**src/rtl/tx_burst_scheduler.sv**
```systemverilog
// Burst scheduler for the DCSK transmitter: round-robin arbitration of queued
// words, seed-load/send handshake with the tx, completion tracking and guard gaps.
module tx_burst_scheduler #(
    parameter int N_REQ         = 2,
    parameter int SEED_W        = 32,
    parameter int SF_W          = 2,
    parameter int START_TIMEOUT = 8,
    parameter int GAP_CYCLES    = 4,
    parameter int MAX_BURST     = 4
) (
    input  logic                   i_clk,
    input  logic                   i_arst_n,
    input  logic [SEED_W-1:0]      i_seed,
    input  logic                   i_reseed,
    input  logic [N_REQ-1:0]       i_req,
    input  logic [N_REQ*32-1:0]    i_msg,
    input  logic [N_REQ*SF_W-1:0]  i_sf,
    output logic [N_REQ-1:0]       o_grant,
    output logic [SEED_W-1:0]      o_seed,
    output logic                   o_load_seed,
    output logic                   o_send,
    output logic [31:0]            o_msg,
    output logic [SF_W-1:0]        o_sf,
    input  logic                   i_is_sending,
    output logic                   o_busy,
    output logic                   o_timeout_err,
    input  logic                   i_err_clr,
    output logic [15:0]            o_msg_count
);

    localparam int RR_W    = (N_REQ > 1) ? $clog2(N_REQ) : 1;
    localparam int TMR_W   = $clog2(START_TIMEOUT + 1);
    localparam int GAP_W   = (GAP_CYCLES > 1) ? $clog2(GAP_CYCLES) : 1;
    localparam int BURST_W = $clog2(MAX_BURST + 1);

    localparam logic [RR_W-1:0]    RR_LAST   = RR_W'(N_REQ - 1);
    localparam logic [TMR_W-1:0]   TMR_LAST  = TMR_W'(START_TIMEOUT - 1);
    localparam logic [GAP_W-1:0]   GAP_LAST  = GAP_W'(GAP_CYCLES - 1);
    localparam logic [BURST_W-1:0] BURST_MAX = BURST_W'(MAX_BURST);

    typedef enum logic [2:0] {
        S_SEED,
        S_IDLE,
        S_SEND,
        S_WAIT_START,
        S_WAIT_DONE,
        S_GAP
    } state_t;

    state_t             state, state_d;
    logic [TMR_W-1:0]   timer, timer_d;
    logic [GAP_W-1:0]   gap_cnt, gap_d;
    logic [BURST_W-1:0] burst_cnt, burst_d, burst_inc;
    logic [RR_W-1:0]    rr, rr_d;
    logic               reseed_pend, pend_d;

    logic [N_REQ-1:0]   grant_d;
    logic [SEED_W-1:0]  seed_d;
    logic               load_d, send_d, busy_d, err_d, err_set;
    logic [31:0]        msg_d, sel_msg;
    logic [SF_W-1:0]    sf_d, sel_sf;
    logic [15:0]        count_d;

    logic [RR_W-1:0]    cand, winner;
    logic               found;

    // Round-robin search starts one past the last winner and wraps.
    always_comb begin
        // NOTE: every variable gets a default before any branch, so no path
        // leaves it unassigned and no latch is inferred.
        cand    = rr;
        winner  = rr;
        found   = 1'b0;
        sel_msg = '0;
        sel_sf  = '0;
        for (int i = 0; i < N_REQ; i++) begin
            cand = (cand == RR_LAST) ? '0 : cand + 1'b1;
            if (!found && i_req[cand]) begin
                found  = 1'b1;
                winner = cand;
            end
        end
        for (int k = 0; k < N_REQ; k++) begin
            if (winner == RR_W'(k)) begin
                sel_msg = i_msg[32*k +: 32];
                sel_sf  = i_sf[SF_W*k +: SF_W];
            end
        end
    end

    always_comb begin
        state_d   = state;
        timer_d   = timer;
        gap_d     = gap_cnt;
        burst_d   = burst_cnt;
        burst_inc = burst_cnt + 1'b1;
        rr_d      = rr;
        pend_d    = reseed_pend;
        grant_d   = '0;
        send_d    = 1'b0;
        load_d    = 1'b0;
        seed_d    = o_seed;
        msg_d     = o_msg;
        sf_d      = o_sf;
        count_d   = o_msg_count;
        err_set   = 1'b0;

        unique case (state)
            S_SEED: begin
                seed_d  = i_seed;
                load_d  = 1'b1;
                pend_d  = 1'b0;
                state_d = S_IDLE;
            end
            S_IDLE: begin
                if (reseed_pend) begin
                    state_d = S_SEED;
                end else if (found) begin
                    state_d         = S_SEND;
                    grant_d[winner] = 1'b1;
                    send_d          = 1'b1;
                    msg_d           = sel_msg;
                    sf_d            = sel_sf;
                    rr_d            = winner;
                end else begin
                    burst_d = '0;
                end
            end
            S_SEND: begin
                // The send cycle itself counts toward the start timeout.
                state_d = S_WAIT_START;
                timer_d = TMR_W'(1);
            end
            S_WAIT_START: begin
                if (i_is_sending) begin
                    state_d = S_WAIT_DONE;
                end else if (timer >= TMR_LAST) begin
                    err_set = 1'b1;
                    state_d = S_GAP;
                    gap_d   = '0;
                    burst_d = '0;
                end else begin
                    timer_d = timer + 1'b1;
                end
            end
            S_WAIT_DONE: begin
                if (!i_is_sending) begin
                    count_d = o_msg_count + 16'd1;
                    if (burst_inc == BURST_MAX) begin
                        state_d = S_GAP;
                        gap_d   = '0;
                        burst_d = '0;
                    end else begin
                        state_d = S_IDLE;
                        burst_d = burst_inc;
                    end
                end
            end
            S_GAP: begin
                if (gap_cnt == GAP_LAST) state_d = S_IDLE;
                else                     gap_d   = gap_cnt + 1'b1;
            end
            default: state_d = S_SEED;
        endcase

        // A reseed pulse is remembered in every state, including SEED itself.
        if (i_reseed) pend_d = 1'b1;

        if (err_set)        err_d = 1'b1;
        else if (i_err_clr) err_d = 1'b0;
        else                err_d = o_timeout_err;

        busy_d = (state_d != S_IDLE);
    end

    always_ff @(posedge i_clk or negedge i_arst_n) begin
        if (!i_arst_n) begin
            state         <= S_SEED;
            timer         <= '0;
            gap_cnt       <= '0;
            burst_cnt     <= '0;
            rr            <= RR_LAST;
            reseed_pend   <= 1'b0;
            o_grant       <= '0;
            o_seed        <= '0;
            o_load_seed   <= 1'b0;
            o_send        <= 1'b0;
            o_msg         <= '0;
            o_sf          <= '0;
            o_busy        <= 1'b0;
            o_timeout_err <= 1'b0;
            o_msg_count   <= '0;
        end else begin
            // NOTE: non-blocking assignments so every register samples the
            // values computed before this edge, independent of statement order.
            state         <= state_d;
            timer         <= timer_d;
            gap_cnt       <= gap_d;
            burst_cnt     <= burst_d;
            rr            <= rr_d;
            reseed_pend   <= pend_d;
            o_grant       <= grant_d;
            o_seed        <= seed_d;
            o_load_seed   <= load_d;
            o_send        <= send_d;
            o_msg         <= msg_d;
            o_sf          <= sf_d;
            o_busy        <= busy_d;
            o_timeout_err <= err_d;
            o_msg_count   <= count_d;
        end
    end

endmodule
```
**config.mk**
```make
export PLATFORM = sky130hd
export DESIGN_NAME = tx_burst_scheduler
export DESIGN_NICKNAME = d
export VERILOG_FILES = /design/src/rtl/tx_burst_scheduler.sv
export SDC_FILE = /design/constraint.sdc
export NUM_CORES = 1
export LEC_CHECK = 0
export BUFFER_PORTS_ARGS = -buffer_cell sky130_fd_sc_hd__buf_2
export CORE_ASPECT_RATIO = 0.5
export CORE_MARGIN = 4
export CORE_UTILIZATION = 45
export CTS_CLUSTER_SIZE = 14
export DETAILED_ROUTE_END_ITERATION = 10
export HOLD_SLACK_MARGIN = 0.06
export PLACE_DENSITY = 0.77
export SYNTH_ARGS = -nofsm -noshare
export SYNTH_HDL_FRONTEND = slang
export SYNTH_SLANG_ARGS = --single-unit
```
**constraint.sdc**
```tcl
create_clock -name i_clk -period 4.4 [get_ports i_clk]
set_input_delay 0.66 -clock i_clk [delete_from_list [all_inputs] [get_ports i_clk]]
set_output_delay 0.66 -clock i_clk [all_outputs]
set_load 0.01 [all_outputs]
```
==> results of run 1 <==
==> cells by family after synthesis <==
| group | after synthesis |
|---|---|
| adder cells (fa/ha/maj) | 5 |
| buffers and inverters | 25 |
| multiplexers | 71 |
| XOR/XNOR | 16 |
| AO/OA/AOI/OAI | 57 |
| AND/OR/NAND/NOR | 91 |
| flip-flops | 102 |
==> metrics by stage <==
step,setup WS [ns],instance area [sq um],total power (uW)
after global routing,2.043,5897,4072
final,2.226,5897,3807
after floorplan,2.590,4451,2420
after CTS,2.190,5897,3860
after detailed placement,2.231,5569,2993
after global placement,2.300,5569,2932
==> final cells by class <==
type / count / area, sq um
Multi-Input combinational cell: 240 / 1821
Fill cell: 782 / 3643
Timing Repair Buffer: 198 / 1003
Clock buffer: 9 / 225.2
Tap cell: 135 / 168.9
Clock inverter: 7 / 102.6
Sequential cell: 102 / 2554
Inverter: 6 / 22.52
==> path summary, 6_finish.rpt <==
path | from | to | slack (ns) | depth (start not counted)
min in group asynchronous | i_arst_n | o_seed[27] | 0.48 | 1
min reg2reg | o_msg_count[15] | o_msg_count[15] | 0.47 | 1
max | state[0] | o_busy | 2.23 | 4
max reg2reg | state[0] | o_busy | 2.23 | 4
min | o_msg_count[15] | o_msg_count[15] | 0.47 | 1
max in group asynchronous | i_arst_n | o_msg_count[4] | 3.05 | 2
==> worst max-delay path, stage by stage, from the launching register on <==
cell and delay, ns:
dfrtp_1 0.65, nor4b_1 0.58, nor3b_2 0.36, a21o_1 0.13, or3b_1 0.33
==> state kept, by name, summed over array words and instances (netlist names), 3 cells and up <==
| register | count |
|---|---|
| burst_cnt | 3 |
| o_msg | 32 |
| o_msg_count | 16 |
| o_seed | 32 |
| state | 3 |
| timer | 4 |
==> cells in the final DEF (no fill, tap or decap), types with 6 or more instances in the layout <==
master,Yosys,routed
buf_2,9,193
clkbuf_16,0,9
dfrtp_1,101,101
inv_1,6,6
mux2_2,30,30
mux2i_1,36,36
nand2_1,46,46
nand3_1,8,8
nor2_1,6,6
o21ai_0,38,37
xnor2_1,10,10
xor2_1,6,6
==> power by group <==
group          switching (uW)  total (uW)  internal, uW
clock                     350         855           505
combinational             728        1410           686
sequential                230        1540          1310
==> routing by layer <==
| metal | share of wire (%) | wire, um | vias up | track usage, % |
|---|---|---|---|---|
| li1 | - | - | 1662 | - |
| met1 | 39 | 3912 | 1621 | 20.41 |
| met2 | 55 | 5447 | 86 | 31.96 |
| met3 | 4.2 | 417 | 18 | 3.979 |
| met4 | 2.0 | 204 | 0 | 6.175 |
| met5 | 0 | 0 | - | 0 |
==> out/results.ini, run 1 <==
[sta]
finalMaxSlewViolations = 0
finalSetupViolCount = 0
tns_ns = 0
hold_violations = 0
fin_crit_ns = 2.174
hold-worst-slack_ns = 0.4673
rsz0062_at_grt = false
finClkSkew_ns = 0.007687
slew_headroom_pct = 33.85
max_freq_mhz = 459.9
final.period_utilization_pct = 49.42
worst_pin_slew_ns = 0.9923

[place]
place.gp.congestion = 0.7776
place_inst = 681
port_buffers = 194
place_hpwl_mm = 7.586

[global_route]
grt_pass1_vias = 3456
grt_pass1_wl_mm = 16.42
grtUsageTotal_pct = 17.51
grt_overflow = 0
grt_max_degree = 82
antenna_found_initial = 0

[detailed_routing]
via_per_inst = 4.859
drc = 0
antenna_left = 0
vias = 3387
drtIter0Drc = 113
wirelength_mm = 9.981
routedWlPerCell_um = 14.32
firstDrtPassIters = 4

[synth]
avgSynthCellArea_sq_um = 12.13
ys_seq_area_share_pct = 57.38
synth-warning-count = 0
synth_common_cells = dfrtp_1, nand2_1, o21ai_0
yosysMostFrequentCell = dfrtp_1
synth_compound_area_share_pct = 7.450
synth_edf_count = 0
synth_top_area_cell = dfrtp_1
syn_inst = 367
synth_mux_area_share_pct = 16.95
synth_top_family_by_area = multiplexers
synth_area_sq_mm = 0.004451
ys_top_cells_by_area = dfrtp_1, mux2i_1, mux2_2
synth_xor_area_share_pct = 3.149
yosysTopAreaCellShare_pct = 56.79
ys_types = 45
synth_ff_type = dfrtp_1
synth_seq_cells = 102
synthArstFlopShare_pct = 100.0
postSynthNetCount = 479
synthAdderAreaFrac_pct = 1.406
yosys.area_share.simple_pct = 11.30

[clocking]
clockBufferDepth = 2
post_cts_buffers = 0
clock_latency_ns = 0.34
cts_made_buffers = 9
ctsHoldBuffers = 0
cts.htree.levels = 3
post_cts_resized = 0
clockRootBuffer = clkbuf_16
cts_sinks = 102
clk_pin_slew_ns = 0.07
cts_tree = built

[critical_path]
crit_path_end_kind = register
worstPathRequired_ns = 4.62
crit_fanout = 16
crit_type = register to register
startpoint_type = register
arrival_ns = 2.39

[final_layout]
fin_nets = 669
final_util_pct = 61.81
final_cells = 697
diodes = 0
layout-drive-gt1-share_pct = 44.84
syn2layout_area_growth_pct = 32.50

[floorplan]
die_y_um = 78.32
die_x_um = 148.6
row_count = 25
dieArea_sq_mm = 0.01164
initial_core_util_pct = 46.65
ioPinCount = 195
core_sq_mm = 0.009540

[pwr]
power.density_mw_per_mm2 = 645.6
leakage_uw = 0.003093
irDropWorstVdd_v = 0.0003075

[status]
outcome = finished, final reports clean

[worst_hold_path]
holdCritPathClass = register to register

[flow_run]
cap_violations = 0

Note: power is estimated with default switching activity, not from simulation.
==> run 2: changes to the inputs <==
==> constraint.sdc (replaced) <==
create_clock -name i_clk -period 2.3 [get_ports i_clk]
set_input_delay 0.345 -clock i_clk [delete_from_list [all_inputs] [get_ports i_clk]]
set_output_delay 0.345 -clock i_clk [all_outputs]
set_load 0.01 [all_outputs]
==> run 2 against run 1 <==
Compared with the run above:
- clock power increased by 73%
- critical endpoint is now o_msg_count[13]
- fmax increased by 15%
- first-iteration DRC count increased by 27%
- via count increased by 0.86%
- flip-flop and latch count unchanged
- non-clock buffer count increased by 7
- global-route usage increased by 0.25 points
- worst hold slack got worse by 0.27 ns
- clock-buffer cell count increased by 2
==> out/results.ini, run 2 (synthesized netlist as in run 1, its figures left out) <==
[floorplan]
dieArea_sq_mm = 0.01164
initial_core_util_pct = 46.65
core_sq_mm = 0.009540
die_x_um = 148.6
ioPinCount = 195
die_y_um = 78.32
row_count = 25

[place]
port_buffers = 194
placedInstanceArea_sq_mm = 0.005664
place_inst = 687
place.gp.congestion = 0.7624
place_hpwl_mm = 7.795
pre_cts_slack_ns = 0.4163

[global_route]
grt_overflow = 0
grtUsageTotal_pct = 17.77
grt_pass1_wl_mm = 16.41
antenna_found_initial = 0
grt_pass1_vias = 3400
grt_max_degree = 73

[sta]
hold_violations = 0
max_freq_mhz = 528.2
fin_crit_ns = 1.893
slew_headroom_pct = 53.22
final.period_utilization_pct = 82.31
worst_pin_slew_ns = 0.6991
tns_ns = 0
fin_ws_ns = 0.4068
finalMaxSlewViolations = 0
finClkSkew_ns = 0.006545
rsz0062_at_grt = false
finalSetupViolCount = 0

[critical_path]
crit_path_end_kind = register
worstPathRequired_ns = 2.53
r2r_slack_ns = 0.41
worstReg2RegEnd = o_msg_count[13]
timing.rr.start = state[1]
endpoint = o_msg_count[13]
crit_type = register to register
crit_fanout = 8
startpoint_type = register
r2r.worst_path.cells = 4
arrival_ns = 2.12
startpoint = state[1]

[worst_hold_path]
holdCritPathClass = input port to register
worstHoldStart = i_err_clr

[status]
outcome = finished, final reports clean

[pwr]
p_sw_uw = 2499
switching_share_pct = 34.43
power.density_mw_per_mm2 = 1216
leakage_uw = 0.003129
power.internal_uw = 4759
seq_power_share_pct = 39.5
irDropWorstVdd_v = 0.0005520
pwr-share-clk_pct = 20.4
comb_power_share_pct = 40.1

[clocking]
cts_sinks = 102
clk_pin_slew_ns = 0.07
clock_latency_ns = 0.34
cts.htree.levels = 3
cts_tree = built
clockRootBuffer = clkbuf_16
post_cts_resized = 0
clockBufferDepth = 2
post_cts_buffers = 0
cts_made_buffers = 9

[detailed_routing]
via_per_inst = 4.852
wirelength_mm = 10.18
firstDrtPassIters = 4
antenna_left = 0
vias = 3416
drc = 0
routedWlPerCell_um = 14.46
drtIter0Drc = 143

[final_layout]
syn2layout_area_growth_pct = 34.07
final_cells = 704
final_util_pct = 62.54
seqCellArea_sq_mm = 0.002554
top_regs = o_msg: 32 flops, o_seed: 32 flops, o_msg_count: 16 flops
layout-drive-gt1-share_pct = 44.99
diodes = 0
mostFrequentLayoutCells = buf_2, dfrtp_1, nand2_1
n_fill_cell = 765
finalInstanceArea_sq_mm = 0.005967
fin_nets = 676
final_common_cell = buf_2
multi_input_area_sq_mm = 0.001821

[flow_run]
cap_violations = 0

## run 2: changes by cell type in the layout (fill, tap and decap cells not counted), sizes merged
cell	change
clkinv	+2
inv	-3
clkbuf	+2
bufinv	-1
dlygate4sd3	+1
buf	+6
## run 2: cell type report
cell class              count  share of cell area, %
flip-flops and latches    102                  42.80
well taps                 135                  2.831
repair buffers            205                  18.58
clock inverters             5                  1.007
inverters                   6                 0.3774
multi-input cells         240                  30.51
clock buffers              11                  3.900
## run 2: worst max-delay path: stages (launching register included)
cell	delay, ns
dfrtp_1	0.46
or3b_1	0.57
nor4_4	0.44
nand4_1	0.16
xnor2_1	0.14
## run 2: how the worst min path moves through the flow
stage | endpoint | slack (ns) | cells after the start
6_report | o_timeout_err | 0.20 | 2
5_1_grt | reseed_pend | 0.19 | 2
4_1_cts | o_timeout_err | 0.18 | 2
3_5_place_dp | o_msg[9] | 0.36 | 1
3_3_place_gp | o_msg[13] | 0.35 | 1
2_1_floorplan | burst_cnt[0] | 0.05 | 0
## run 2: routing by layer
metal | GRT usage, % | up-vias | routed length, um
li1 | - | 1679 | -
met1 | 20.55 | 1632 | 4009
met2 | 32.10 | 86 | 5489
met3 | 4.614 | 19 | 452
met4 | 6.359 | 0 | 227
met5 | 0 | - | 0
## run 2: what timing repair did
item                                    4_1_cts  5_1_grt
endpoints found under the setup margin        0        0
hold buffers                                  1        0
endpoints found under the hold margin        35        0
## run 2: power groups by stage
stage	logic [uW]	registers [uW]	clock network (uW)
floorplan	1450	3180	0
global placement	2860	2870	0
detailed placement	2960	2890	0
CTS	2960	2870	1530
global route	3200	2960	1590
finish	2910	2870	1480
## run 2: per-stage QoR
step	hold WS [ns]	total power (uW)
after global placement	0.3523	5736
after global routing	0.1932	7746
final	0.1975	7258
after CTS	0.1839	7358
after floorplan	0.04941	4629
after detailed placement	0.3591	5845
